===== config.mk =====
export PLATFORM = sky130hd
export DESIGN_NAME = spi_slave_regfile
export DESIGN_NICKNAME = d
export VERILOG_FILES = /design/src/rtl/spi_pkg.sv /design/src/rtl/spi_slv_shift.sv /design/src/rtl/spi_slave_regfile.sv
export SDC_FILE = /design/constraint.sdc
export NUM_CORES = 1
export LEC_CHECK = 0
export CAP_MARGIN = 20
export CORE_ASPECT_RATIO = 1.2
export CORE_MARGIN = 2
export CORE_UTILIZATION = 54
export CTS_CLUSTER_SIZE = 40
export DETAILED_ROUTE_END_ITERATION = 10
export PLACE_DENSITY = 0.79
export SLEW_MARGIN = 10
export SYNTH_ARGS = -nofsm -noshare
export SYNTH_HDL_FRONTEND = slang
export SYNTH_SLANG_ARGS = --single-unit

===== constraint.sdc =====
create_clock -name SCK -period 2.8 [get_ports SCK]
set_clock_uncertainty 0.1 [all_clocks]
set_input_delay 0.42 -clock SCK [delete_from_list [all_inputs] [get_ports SCK]]
set_output_delay 0.42 -clock SCK [all_outputs]
set_load 0.01 [all_outputs]

===== src/rtl/spi_pkg.sv =====
// Shared types and constants for the SPI slave register file.
//   spi_slv_state_t : frame FSM states
//   CMD_WR_BIT      : command-byte bit selecting write (1) or read (0)
//   FRAME_BITS      : bits per frame at the default 8-bit data width
package spi_pkg;

    typedef enum logic [1:0] {
        IDLE = 2'd0,
        CMD  = 2'd1,
        DATA = 2'd2,
        DONE = 2'd3
    } spi_slv_state_t;

    localparam int SPI_DW     = 8;
    localparam int CMD_WR_BIT = 7;
    localparam int FRAME_BITS = 2 * SPI_DW;

endpackage


===== src/rtl/spi_slv_shift.sv =====
// Generic shift register with parallel load and serial input (MSB shifts out first).
// Ports:
//   clk, rst_n   : clock, asynchronous active-low reset
//   load_i       : parallel load (has priority over shift)
//   load_val_i   : value loaded when load_i is high
//   shift_i      : shift left by one, ser_i enters at bit 0
//   ser_i        : serial input
//   q_o          : current register contents
module spi_slv_shift #(
    parameter int W = 8
) (
    input  logic         clk,
    input  logic         rst_n,
    input  logic         load_i,
    input  logic [W-1:0] load_val_i,
    input  logic         shift_i,
    input  logic         ser_i,
    output logic [W-1:0] q_o
);

    logic [W-1:0] sr_q, sr_d;

    always_comb begin
        sr_d = sr_q;
        if (load_i)
            sr_d = load_val_i;
        else if (shift_i)
            sr_d = {sr_q[W-2:0], ser_i};
    end

    always_ff @(posedge clk or negedge rst_n) begin
        if (!rst_n)
            sr_q <= '0;
        else
            sr_q <= sr_d;
    end

    assign q_o = sr_q;

endmodule


===== src/rtl/spi_slave_regfile.sv =====
// SPI slave decoding 16-bit frames (command byte, data byte, MSB first) into
// reads/writes of a small register file exposed as parallel outputs.
// Optional feature macro: SPI_SLV_STATUS_EN -- the master reads a status byte
// {1, err_sticky, 00, wr_cnt[3:0]} on MISO during the command byte.
// Ports:
//   SCK        : clock, all flops on its rising edge
//   reset      : asynchronous active-low reset
//   SSB        : slave select, active low
//   MOSI/MISO  : serial data in/out, MSB first
//   regs_out   : register file, reg i at [i*DATA_WIDTH +: DATA_WIDTH]
//   wr_strobe  : one-cycle pulse after a write commits, wr_addr holds the index
//   frame_err  : one-cycle pulse when SSB rises mid-frame
module spi_slave_regfile
    import spi_pkg::*;
#(
    parameter int DATA_WIDTH = 8,
    parameter int NUM_REGS   = 4,
    parameter int ADDR_W     = $clog2(NUM_REGS)
) (
    input  logic                           SCK,
    input  logic                           reset,
    input  logic                           SSB,
    input  logic                           MOSI,
    output logic                           MISO,
    output logic [NUM_REGS*DATA_WIDTH-1:0] regs_out,
    output logic                           wr_strobe,
    output logic [ADDR_W-1:0]              wr_addr,
    output logic                           frame_err
);

    localparam int FRAME_N = 2 * DATA_WIDTH;
    localparam int CNT_W   = $clog2(FRAME_N + 1);
    localparam logic [DATA_WIDTH-2:0] NREGS_A = (DATA_WIDTH-1)'(NUM_REGS);

    spi_slv_state_t                          state_q, state_d;
    logic [CNT_W-1:0]                        cnt_q, cnt_d;
    logic [DATA_WIDTH-1:0]                   cmd_q, cmd_d;
    logic [NUM_REGS-1:0][DATA_WIDTH-1:0]     regs_q, regs_d;
    logic                                    wr_strobe_q, wr_strobe_d;
    logic [ADDR_W-1:0]                       wr_addr_q, wr_addr_d;
    logic                                    frame_err_q, frame_err_d;

    logic [DATA_WIDTH-1:0] rx_q, tx_q, tx_val, rx_word;
    logic                  tx_load, abort, new_map, cmd_map;

    // Completed byte on the current edge: 7 stored bits plus the live MOSI bit.
    assign rx_word = {rx_q[DATA_WIDTH-2:0], MOSI};
    assign new_map = rx_word[DATA_WIDTH-2:0] < NREGS_A;
    assign cmd_map = cmd_q[DATA_WIDTH-2:0] < NREGS_A;
    assign abort   = SSB && (state_q == CMD || state_q == DATA);

`ifdef SPI_SLV_STATUS_EN
    logic                  err_sticky_q;
    logic [3:0]            wr_cnt_q;
    logic [DATA_WIDTH-1:0] status_w;

    assign status_w = DATA_WIDTH'({1'b1, err_sticky_q, 2'b00, wr_cnt_q});

    always_ff @(posedge SCK or negedge reset) begin
        if (!reset) begin
            err_sticky_q <= 1'b0;
            wr_cnt_q     <= '0;
        end else begin
            err_sticky_q <= err_sticky_q | abort;
            wr_cnt_q     <= wr_cnt_q + {3'b000, wr_strobe_d};
        end
    end
`endif

    always_comb begin
        state_d     = state_q;
        cnt_d       = cnt_q;
        cmd_d       = cmd_q;
        regs_d      = regs_q;
        wr_strobe_d = 1'b0;
        wr_addr_d   = wr_addr_q;
        frame_err_d = abort;
        tx_load     = 1'b0;
        tx_val      = '0;
        if (SSB) begin
            state_d = IDLE;
            cnt_d   = '0;
        end else begin
            if (cnt_q != CNT_W'(FRAME_N))
                cnt_d = cnt_q + CNT_W'(1);
            case (state_q)
                IDLE: state_d = CMD;
                CMD: if (cnt_q == CNT_W'(DATA_WIDTH - 1)) begin
                    state_d = DATA;
                    cmd_d   = rx_word;
                    if (!rx_word[CMD_WR_BIT]) begin
                        tx_load = 1'b1;
                        tx_val  = new_map ? regs_q[rx_word[ADDR_W-1:0]] : '0;
                    end
                end
                DATA: if (cnt_q == CNT_W'(FRAME_N - 1)) begin
                    state_d = DONE;
                    if (cmd_q[CMD_WR_BIT] && cmd_map) begin
                        regs_d[cmd_q[ADDR_W-1:0]] = rx_word;
                        wr_strobe_d = 1'b1;
                        wr_addr_d   = cmd_q[ADDR_W-1:0];
                    end
                end
                default: ;
            endcase
        end
`ifdef SPI_SLV_STATUS_EN
        // Reload status on every idle edge between frames; the first frame edge
        // then shifts it, so MISO already shows the MSB before that edge.
        if (state_q == IDLE && SSB) begin
            tx_load = 1'b1;
            tx_val  = status_w;
        end
`endif
    end

    always_ff @(posedge SCK or negedge reset) begin
        if (!reset) begin
            state_q     <= IDLE;
            cnt_q       <= '0;
            cmd_q       <= '0;
            regs_q      <= '0;
            wr_strobe_q <= 1'b0;
            wr_addr_q   <= '0;
            frame_err_q <= 1'b0;
        end else begin
            state_q     <= state_d;
            cnt_q       <= cnt_d;
            cmd_q       <= cmd_d;
            regs_q      <= regs_d;
            wr_strobe_q <= wr_strobe_d;
            wr_addr_q   <= wr_addr_d;
            frame_err_q <= frame_err_d;
        end
    end

    spi_slv_shift #(.W(DATA_WIDTH)) u_rx (
        .clk(SCK), .rst_n(reset), .load_i(1'b0), .load_val_i('0),
        .shift_i(!SSB), .ser_i(MOSI), .q_o(rx_q)
    );

    spi_slv_shift #(.W(DATA_WIDTH)) u_tx (
        .clk(SCK), .rst_n(reset), .load_i(tx_load), .load_val_i(tx_val),
        .shift_i(!SSB), .ser_i(1'b0), .q_o(tx_q)
    );

    // MISO is gated by SSB directly so it drops as soon as the master deselects.
    always_comb begin
        MISO = 1'b0;
        if (!SSB) begin
            case (state_q)
`ifdef SPI_SLV_STATUS_EN
                IDLE, CMD: MISO = tx_q[DATA_WIDTH-1];
`endif
                DATA:    MISO = ~cmd_q[CMD_WR_BIT] & tx_q[DATA_WIDTH-1];
                default: MISO = 1'b0;
            endcase
        end
    end

    logic unused_bits;
    assign unused_bits = ^{rx_q[DATA_WIDTH-1], tx_q[DATA_WIDTH-2:0]};

    assign regs_out  = regs_q;
    assign wr_strobe = wr_strobe_q;
    assign wr_addr   = wr_addr_q;
    assign frame_err = frame_err_q;

endmodule


# ---- Yosys cells after proc, flatten, opt, wreduce, memory -nomap -nowiden
# Cells that the tools add are included.
dict set report op_classes {
  magnitude_cmp 5
  n_mux 28
  bitwise_logic 3
  add_sub_neg 1
  n_eq_ne 8
  n_reduce_logical 10
}
# operator n
set op_table {}
lappend op_table {{2-to-1 mux 8 bit} 9}
lappend op_table {{bitwise mux 32 bit} 1}
lappend op_table {{binary-select mux 8 bit (select 2 bit)} 1}
lappend op_table {{demux 8 bit (select 2 bit)} 1}
lappend op_table {{< comparator 7 x 3 -> 1 bit (second input constant)} 2}
lappend op_table {{2-to-1 mux 1 bit} 10}
lappend op_table {{2-to-1 mux 5 bit} 2}
lappend op_table {{< comparator 2 x 3 -> 1 bit (second input constant)} 2}
lappend op_table {{2-to-1 mux 2 bit} 3}
lappend op_table {{inequality test 3 x 2 -> 1 bit (second input constant)} 2}
lappend op_table {{case mux 2 bit (3 select lines)} 1}
lappend op_table {{AND reduction 3 bit} 2}
lappend op_table {{adder 5 x 1 -> 5 bit (second input constant)} 1}
lappend op_table {{== test 5 x 3 -> 1 bit (second input constant)} 1}
lappend op_table {{== test 5 x 4 -> 1 bit (second input constant)} 1}
lappend op_table {{inequality test 5 bit (second input constant)} 1}
lappend op_table {{AND reduction 4 bit} 1}
lappend op_table {{nonzero test 4 bit} 1}
lappend op_table {{logical AND 1 bit} 3}
lappend op_table {{== test 2 x 1 -> 1 bit (second input constant)} 1}
lappend op_table {{== test 2 bit (second input constant)} 1}
lappend op_table {{>= comparator 2 x 1 -> 1 bit (second input constant)} 1}
lappend op_table {{logical NOT 2 bit} 1}
lappend op_table {{inequality test 2 x 1 -> 1 bit (second input constant)} 1}
lappend op_table {{4 further kinds} 5}
dict set report totals {
  elab_cells 67
  in_bits 4
  regBits 66
}

# ---- Longest topological paths before layout
# Gate-level depths: netlist of run 1.
dict set report logic_depth {
  word_depth 8
  mapped_depth 8
  depth_no_buf 7
}

# ---- By module
# From an unflattened synthesis of run 1, not the netlist that was laid out.
dict set report unflattened {
  cells_unflattened 242
  area_unflattened_um2 3318.2
}
# module instances area_per_inst_um2 cells_each
set by_module_without_submodules {}
lappend by_module_without_submodules {spi_slave_regfile 1 2572.5 174}
lappend by_module_without_submodules {spi_slv_shift 2 372.9 34}

# ---- Least setup slack after synthesis of run 1
# OpenSTA, ideal clock, no wires.
dict set report synth_timing {
  path_type {register to register}
  startpoint {register cmd_q[2]}
  endpoint {register regs_q (netlist bit regs_out[0])}
  required_time_ns 2.575
  path_slack_ns 0.582
  period_less_slack_ns 2.218
  path_stages_with_launch 5
  arrival_time_ns 1.993
  cell_sequence {dfrtp_1 or4_4 nor4_4 nor3b_4 mux2_2}
}
dict set report synth_between {
  elab_chain_len 3
}
# item line_no
set synth_lines {}
lappend synth_lines {{from (decl)} spi_slave_regfile.sv:37} ;# logic [DATA_WIDTH-1:0] cmd_q, cmd_d;
lappend synth_lines {{from (signal assigned)} spi_slave_regfile.sv:129} ;# cmd_q <= cmd_d;
lappend synth_lines {{< comparator 7 x 3 -> 1 bit} spi_slave_regfile.sv:49} ;# assign cmd_map = cmd_q[DATA_WIDTH-2:0] < NREGS_A;
lappend synth_lines {{logical AND 1 bit} spi_slave_regfile.sv:98} ;# if (cmd_q[CMD_WR_BIT] && cmd_map) begin
lappend synth_lines {{AND reduction 4 bit (no line)} --}
lappend synth_lines {{to (signal assigned)} spi_slave_regfile.sv:130} ;# regs_q <= regs_d;
lappend synth_lines {{to (decl)} spi_slave_regfile.sv:38} ;# logic [NUM_REGS-1:0][DATA_WIDTH-1:0] regs_q, regs_d;
# No other way between the ends.
# A chain may end at the register's enable or synchronous reset.

# ---- Worst setup path in the final report of run 1
dict set report layout_timing {
  startpoint {register state_q[0]}
  endpoint {output MISO}
}
dict set report layout_between {
  elab_chain_len 3
}
# item line_no
set layout_lines {}
lappend layout_lines {{from (decl)} spi_slave_regfile.sv:35} ;# spi_slv_state_t state_q, state_d;
lappend layout_lines {{from (signal assigned)} spi_slave_regfile.sv:127} ;# state_q <= state_d;
lappend layout_lines {{== test 2 bit} spi_slave_regfile.sv:151} ;# case (state_q)
lappend layout_lines {{2-to-1 mux 1 bit} spi_slave_regfile.sv:151}
lappend layout_lines {{2-to-1 mux 1 bit} spi_slave_regfile.sv:150} ;# if (!SSB) begin
lappend layout_lines {{to (decl)} spi_slave_regfile.sv:24} ;# output logic MISO,
# No other way between the ends.

==> summary.txt, run 1 <==
Worst Setup Start Kind -> register
vias in the first global route -> 1889
initial antenna violation count -> 0
share of cells above drive strength 1 -> 32.0%
Clock transition at path regs -> 70 ps
EDFF count, synth -> 0
# fillers -> 386
Setup-failing EPs final -> 0
Chip Width -> 71.4 µm
global placer's final weighted congestion -> 0.784
NumNets Final -> 271
DR iter-0 viols -> 83
measured slew at the worst slew-check pin -> 820 ps
status -> complete, no violations
DRC -> 0
#FFs+latches synth -> 66
R2R depth -> 7
largest net degree at the start of global routing -> 67
Die Y -> 84.9 µm
pre-CTS setup slack -> 268 ps
antenna viol nets, final -> 0
crit path DAT -> 1940 ps
sequential cell area -> 1650 µm²
sink of the worst hold path -> wr_addr[1]$_DFFE_PN0P_
reg-to-reg startpoint -> cnt_q[1]$_DFFE_PN0P_
initial core utilization -> 56.0%
slowest stage delay, CP -> 570 ps
setup repair after global routing missed its margin -> no
sequential share of the synthesized area -> 56.0%
global-route wire length before repair -> 9.66 mm
global router's overall resource usage -> 21.4%
switching part of the total power -> 25.9%
MaxCap Viol Count -> 0
Fmax -> 407 MHz
FF-to-FF setup slack -> 440 ps
first drt pass iteration count -> 4
Slowest cell on crit path -> clkdlybuf4s50_1
DP Wirelength -> 4.03 mm
most frequent cells in the layout -> dfrtp_1 (66), mux2_2 (49), clkdlybuf4s50_1 (39)
Clk pwr share -> 37.7%
number of cells on the worst hold path -> 1
worst-path maximum fanout -> 3
# diodes -> 0
# placed instances -> 311
PostCTS Resize Cnt -> 0
final cell count without fillers -> 328
row cnt -> 29
Worst Hold Class -> reg2reg
Synth Instances -> 210
Sum Neg Setup Slack -> 0 ps
TritonCTS clock tree -> done
Int Power -> 1.60 mW
LEAKAGE -> 1.67 nW
Synth warnings -> 0
WS Path Type -> reg2out
power per cell area -> 586 nW/µm²
combinational share of power -> 11.1%
dominant synthesized flop cell -> dfrtp_1
fraction of registers with async set/reset -> 100%
Net Sw Power -> 0.557 mW
Die ar. -> 6070 µm²
Layout area overhead -> 24.6%
syn nets -> 220
Worst Min Path Start -> wr_addr[1]$_DFFE_PN0P_
Hold Fails Final Rpt -> 0
Fin Hold WS -> 412 ps
Tcrit/Tclk final -> 87.7%
CTS Buffer Depth -> 2
Root Driver -> clkbuf_8
core box area -> 5260 µm²
worst skew pair latency -> 350 ps
routed via count -> 1858
Vias/cell -> 5.66
wire per inst -> 17.5 µm
post-synth cell types -> 33
CP Capture Type -> output port
IR drop worst, VDD -> 0.000402 V
grt total ovfl -> 0
Multi-input gate area -> 1230 µm²
# IOs -> 41
sequential share of power -> 51.2%
most common library cell in the layout ignoring fill and taps -> dfrtp_1
Sink Count -> 66
Final Critical Period -> 2460 ps
Syn Area/Cell -> 14.0 µm²
worst endpoint required time -> 2280 ps
Max Slew Vio Count -> 0
worst-path cell chain -> inv_1 > ha_1 > nand2b_1 > nor3b_1 > clkdlybuf4s50_1
mapped cell area -> 2950 µm²
I/O Buffers -> 40
H-tree depth -> 3
WL final -> 5.73 mm
Worst R2R End -> regs_out[3]$_DFFE_PN0P_
total CTS buffers -> 9
fin worst setup slack -> 344 ps
slew margin rel. -> 44.5%
Setup Fix Bufs, Post-CTS -> 0
worst max-delay path, delay by kind of cell, from the launching register on:
family        cells  cell delay, ps
fa+ha+maj         1             180
buf+inv           2             650
flops             1             400
simple gates      2             360
layer usage:
metal | share of wire [%] | global-route usage, % | vias to the layer above
li1 | - | - | 860
met1 | 42 | 27.5 | 947
met2 | 51 | 33.8 | 36
met3 | 3.6 | 5.11 | 15
met4 | 2.9 | 11.0 | 0
met5 | 0 | 0 | -
per-stage QoR:
step	cell area (µm²)	power [mW]	utilization, %
2_1_floorplan	2950	1.26	-
3_3_place_gp	3460	1.35	65.7
3_5_place_dp	3460	1.36	65.7
4_1_cts	3670	2.17	69.8
5_1_grt	3670	2.26	69.8
6_report	3670	2.15	69.8
Yosys cell counts, types with 2 or more instances:
library cell	instances	area share [%]
nand3_1	9	1.5
nand2_1	2	0.25
mux4_2	8	6.1
and2_1	2	0.42
dfrtp_1	66	56
mux2i_1	2	0.68
nand3b_1	2	0.51
mux2_2	49	19
xnor2_1	2	0.59
clkbuf_1	7	0.89
inv_1	7	0.89
nand2b_1	2	0.42
nor2_1	6	0.76
nor2b_1	7	1.5
nor3b_1	2	0.51
ha_1	6	2.5
a21oi_1	15	2.5
power by group through the flow:
| stage | logic (mW) | registers (mW) | clock network (mW) |
|---|---|---|---|
| 4_1_cts | 0.242 | 1.10 | 0.826 |
| 2_1_floorplan | 0.171 | 1.09 | 0 |
| 5_1_grt | 0.271 | 1.12 | 0.870 |
| 3_5_place_dp | 0.240 | 1.12 | 0 |
| 6_report | 0.239 | 1.10 | 0.811 |
| 3_3_place_gp | 0.233 | 1.12 | 0 |
flip-flops by register name (all words and copies together) (netlist names):
name and count:
state_q 2, u_tx.q_o 8, wr_strobe 1, regs_out 32
u_rx.q_o 7, frame_err 1, cmd_q 8, cnt_q 5
wr_addr 2
worst max path at each step:
| stage | from | endpoint | slack, ps | cells after the start |
|---|---|---|---|---|
| floorplan | cmd_q[2]$_DFFE_PN0P_ | regs_out[0]$_DFFE_PN0P_ | 580 | 4 |
| CTS | state_q[0]$_DFFE_PN0P_ | MISO | 340 | 5 |
| finish | state_q[0]$_DFFE_PN0P_ | MISO | 340 | 5 |
| detailed placement | SSB | regs_out[14]$_DFFE_PN0P_ | 270 | 5 |
| global placement | SSB | regs_out[2]$_DFFE_PN0P_ | 300 | 5 |
| global route | state_q[0]$_DFFE_PN0P_ | MISO | 200 | 5 |
final cells by class:
| type | instances | area share, % |
|---|---|---|
| multi-input cells | 128 | 33.6 |
| repair buffers | 49 | 13.0 |
| clock buffers | 11 | 4.12 |
| flip-flops and latches | 66 | 45.0 |
| clock inverters | 5 | 1.43 |
| well taps | 62 | 2.11 |
| inverters | 7 | 0.716 |
cells by family after synthesis:
group | synth area share (%)
AO/OA/AOI/OAI | 3.52
multiplexers | 25.5
flip-flops | 56.0
AND/OR/NAND/NOR | 9.42
XOR/XNOR | 0.892
buffers and inverters | 2.08
adder cells (fa/ha/maj) | 2.55
timing repair:
| action | 4_1_cts | 5_1_grt |
|---|---|---|
| hold endpoints to repair | 66 | 0 |
| hold buffers | 1 | 0 |
| setup endpoints to repair | 0 | 0 |
No activity file was read; power rests on OpenSTA's default activity.
==> run 2, diff against run 1 <==
--- a/config.mk
+++ b/config.mk
@@ -12,6 +12,7 @@
 export CTS_CLUSTER_SIZE = 40
 export DETAILED_ROUTE_END_ITERATION = 10
 export PLACE_DENSITY = 0.79
+export SKIP_CTS_REPAIR_TIMING = 1
 export SLEW_MARGIN = 10
 export SYNTH_ARGS = -nofsm -noshare
 export SYNTH_HDL_FRONTEND = slang
==> results of run 2 <==
No change in the layout: final DEF, timing and power equal those of run 1.
Main changes from that run: wire length of the first global-routing pass 9660 µm -> 9670 µm; via count of the first global-routing pass 1889 -> 1893; met1 usage 27.5% -> 27.6%
==> run 3, diff against run 2 <==
--- a/config.mk
+++ b/config.mk
@@ -6,12 +6,15 @@
 export NUM_CORES = 1
 export LEC_CHECK = 0
 export CAP_MARGIN = 20
+export CELL_PAD_IN_SITES_DETAIL_PLACEMENT = 0
+export CELL_PAD_IN_SITES_GLOBAL_PLACEMENT = 1
 export CORE_ASPECT_RATIO = 1.2
 export CORE_MARGIN = 2
-export CORE_UTILIZATION = 54
+export CORE_UTILIZATION = 44
+export CTS_CLUSTER_DIAMETER = 50
 export CTS_CLUSTER_SIZE = 40
 export DETAILED_ROUTE_END_ITERATION = 10
-export PLACE_DENSITY = 0.79
+export PLACE_DENSITY_LB_ADDON = 0.1
 export SKIP_CTS_REPAIR_TIMING = 1
 export SLEW_MARGIN = 10
 export SYNTH_ARGS = -nofsm -noshare
==> constraint.sdc (replaced) <==
create_clock -name SCK -period 2.8 [get_ports SCK]
set_clock_uncertainty 0.1 [all_clocks]
set_input_delay 0.42 -clock SCK [delete_from_list [all_inputs] [get_ports SCK]]
set_output_delay 0.42 -clock SCK [all_outputs]
set_load 0.05 [all_outputs]
==> run 3 against run 2 <==
  * Register-to-register slack got worse by 80 ps
  * Global-route usage decreased by 3.4 points
  * Clock-buffer cell count decreased by 1
  * Final area increased by 1.0%
==> summary.txt, run 3 (same netlist as run 1, synthesis figures left out) <==
antenna viol nets, final -> 0 (unchanged)
Worst Hold Class -> reg2reg (unchanged)
fin worst setup slack -> 358 ps (was 344 ps)
CTS Buffer Depth -> 2 (unchanged)
pre-CTS setup slack -> 238 ps (was 268 ps)
routed via count -> 1809 (was 1858)
Layout area overhead -> 25.8% (was 24.6%)
crit path DAT -> 2560 ps (was 1940 ps)
WS Path Type -> reg2reg (was reg2out)
IR drop worst, VDD -> 0.000285 V (was 0.000402 V)
status -> complete, no violations (unchanged)
largest net degree at the start of global routing -> 67 (unchanged)
slowest stage delay, CP -> 410 ps (was 570 ps)
setup repair after global routing missed its margin -> no (unchanged)
Final Critical Period -> 2440 ps (was 2460 ps)
Die ar. -> 7370 µm² (was 6070 µm²)
Sum Neg Setup Slack -> 0 ps (unchanged)
measured slew at the worst slew-check pin -> 940 ps (was 820 ps)
Slowest cell on crit path -> mux2_2 (was clkdlybuf4s50_1)
total CTS buffers -> 9 (unchanged)
most common library cell in the layout ignoring fill and taps -> dfrtp_1 (unchanged)
worst-path cell chain -> ha_1 > and3_1 > ha_1 > nand2_1 > nor4_4 > buf_4 > nand3b_1 > mux2_2 (was inv_1 > ha_1 > nand2b_1 > nor3b_1 > clkdlybuf4s50_1)
NumNets Final -> 269 (was 271)
R2R depth -> 8 (was 7)
grt total ovfl -> 0 (unchanged)
Die Y -> 93.7 µm (was 84.9 µm)
Fmax -> 410 MHz (was 407 MHz)
slew margin rel. -> 36.5% (was 44.5%)
Root Driver -> clkbuf_8 (unchanged)
Chip Width -> 78.7 µm (was 71.4 µm)
power per cell area -> 603 nW/µm² (was 586 nW/µm²)
MaxCap Viol Count -> 0 (unchanged)
global placer's final weighted congestion -> 0.704 (was 0.784)
Clock transition at path regs -> 70 ps (about the same)
wire per inst -> 17.4 µm (was 17.5 µm)
Largest register FFs -> 32 (unchanged)
CP Capture Type -> register (was output port)
initial core utilization -> 45.7% (was 56.0%)
Setup-failing EPs final -> 0 (unchanged)
DRC -> 0 (unchanged)
DR iter-0 viols -> 134 (was 83)
share of cells above drive strength 1 -> 31.8% (was 32.0%)
most frequent cells in the layout -> dfrtp_1 (66), mux2_2 (49), clkdlybuf4s50_1 (38) (was dfrtp_1 (66), mux2_2 (49), clkdlybuf4s50_1 (39))
core box area -> 6450 µm² (was 5260 µm²)
first drt pass iteration count -> 2 (was 4)
I/O Buffers -> 40 (unchanged)
H-tree depth -> 3 (unchanged)
vias in the first global route -> 1924 (was 1893)
Sink Count -> 66 (unchanged)
WL final -> 6.08 mm (was 5.73 mm)
initial antenna violation count -> 0 (unchanged)
row cnt -> 32 (was 29)
number of cells on the worst hold path -> 1 (unchanged)
Vias/cell -> 5.18 (was 5.66)
worst skew pair latency -> 330 ps (was 350 ps)
Worst Min Path Start -> u_tx.q_o[0]$_DFFE_PN0P_ (was wr_addr[1]$_DFFE_PN0P_)
Max Slew Vio Count -> 0 (unchanged)
start point of the critical path -> cnt_q[1]$_DFFE_PN0P_ (was state_q[0]$_DFFE_PN0P_)
global-route wire length before repair -> 9.83 mm (was 9.67 mm)
global router's overall resource usage -> 18.0% (was 21.4%)
# IOs -> 41 (unchanged)
Tcrit/Tclk final -> 87.2% (was 87.7%)
most frequent CP cell -> ha_1
worst-path maximum fanout -> 8 (was 3)
Worst Setup Start Kind -> register (unchanged)
worst endpoint required time -> 2920 ps (was 2280 ps)
DP Wirelength -> 4.03 mm (about the same)
# diodes -> 0 (unchanged)
Hold Fails Final Rpt -> 0 (unchanged)
LEAKAGE -> 1.67 nW (about the same)
reg-to-reg startpoint -> cnt_q[1]$_DFFE_PN0P_ (unchanged)
TritonCTS clock tree -> done (unchanged)
run 3: cell count changes in the layout (fill, tap and decap cells not counted), sizes merged:
cell           previous run  this run
bufinv                    1         2
clkinv                    3         4
clkbuf                   11        10
clkinvlp                  1         0
clkdlybuf4s50            39        38
buf                       9         8
run 3: path summary, 6_finish.rpt:
path	endpoint	slack, ps
setup reg to reg	regs_out[20]$_DFFE_PN0P_	360
setup / recovery	regs_out[20]$_DFFE_PN0P_	360
min in group asynchronous	frame_err$_DFF_PN0_	520
max in group asynchronous	u_tx.q_o[5]$_DFFE_PN0P_	1780
hold reg to reg	u_tx.q_o[0]$_DFFE_PN0P_	390
hold / removal	u_tx.q_o[0]$_DFFE_PN0P_	390
run 3: layout make-up:
type	instances	area, µm²
Fill cell	557	2740
Multi-Input combinational cell	128	1230
Clock buffer	10	138
Tap cell	85	106
Sequential cell	66	1650
Clock inverter	6	80.1
Timing Repair Buffer	47	473
Inverter	7	26.3
run 3: through the flow:
| stage | util (%) | power [mW] | hold WS [ps] | area [µm²] | cells |
|---|---|---|---|---|---|
| floorplan | - | 1.28 | 24.4 | 2950 | 210 |
| global placement | 54.0 | 1.38 | 369 | 3480 | 332 |
| detailed placement | 54.0 | 1.39 | 366 | 3480 | 332 |
| CTS | 57.4 | 2.27 | 3.09 | 3700 | 348 |
| global route | 57.6 | 2.34 | 433 | 3710 | 349 |
| finish | 57.6 | 2.24 | 393 | 3710 | 349 |
run 3: where the power goes:
| part | internal [mW] | switching (mW) |
|---|---|---|
| clock | 0.519 | 0.351 |
| sequential | 1.02 | 0.0852 |
| combinational | 0.127 | 0.138 |
| total | 1.66 | 0.574 |
run 3: worst max-delay path, delay by kind of cell (launching register included):
family | cells | cell delay, ps
adders and majority gates | 2 | 410
buffers and inverters | 1 | 190
DFF | 1 | 400
muxes | 1 | 410
and+or+nand+nor | 4 | 810
run 3: metal layers:
metal,track usage [%],part of all wire (%),up-vias
met2,30.4,51,24
met3,4.52,3.1,5
met5,0,0,-
li1,-,-,859
met4,7.02,0.87,0
met1,22.2,45,921
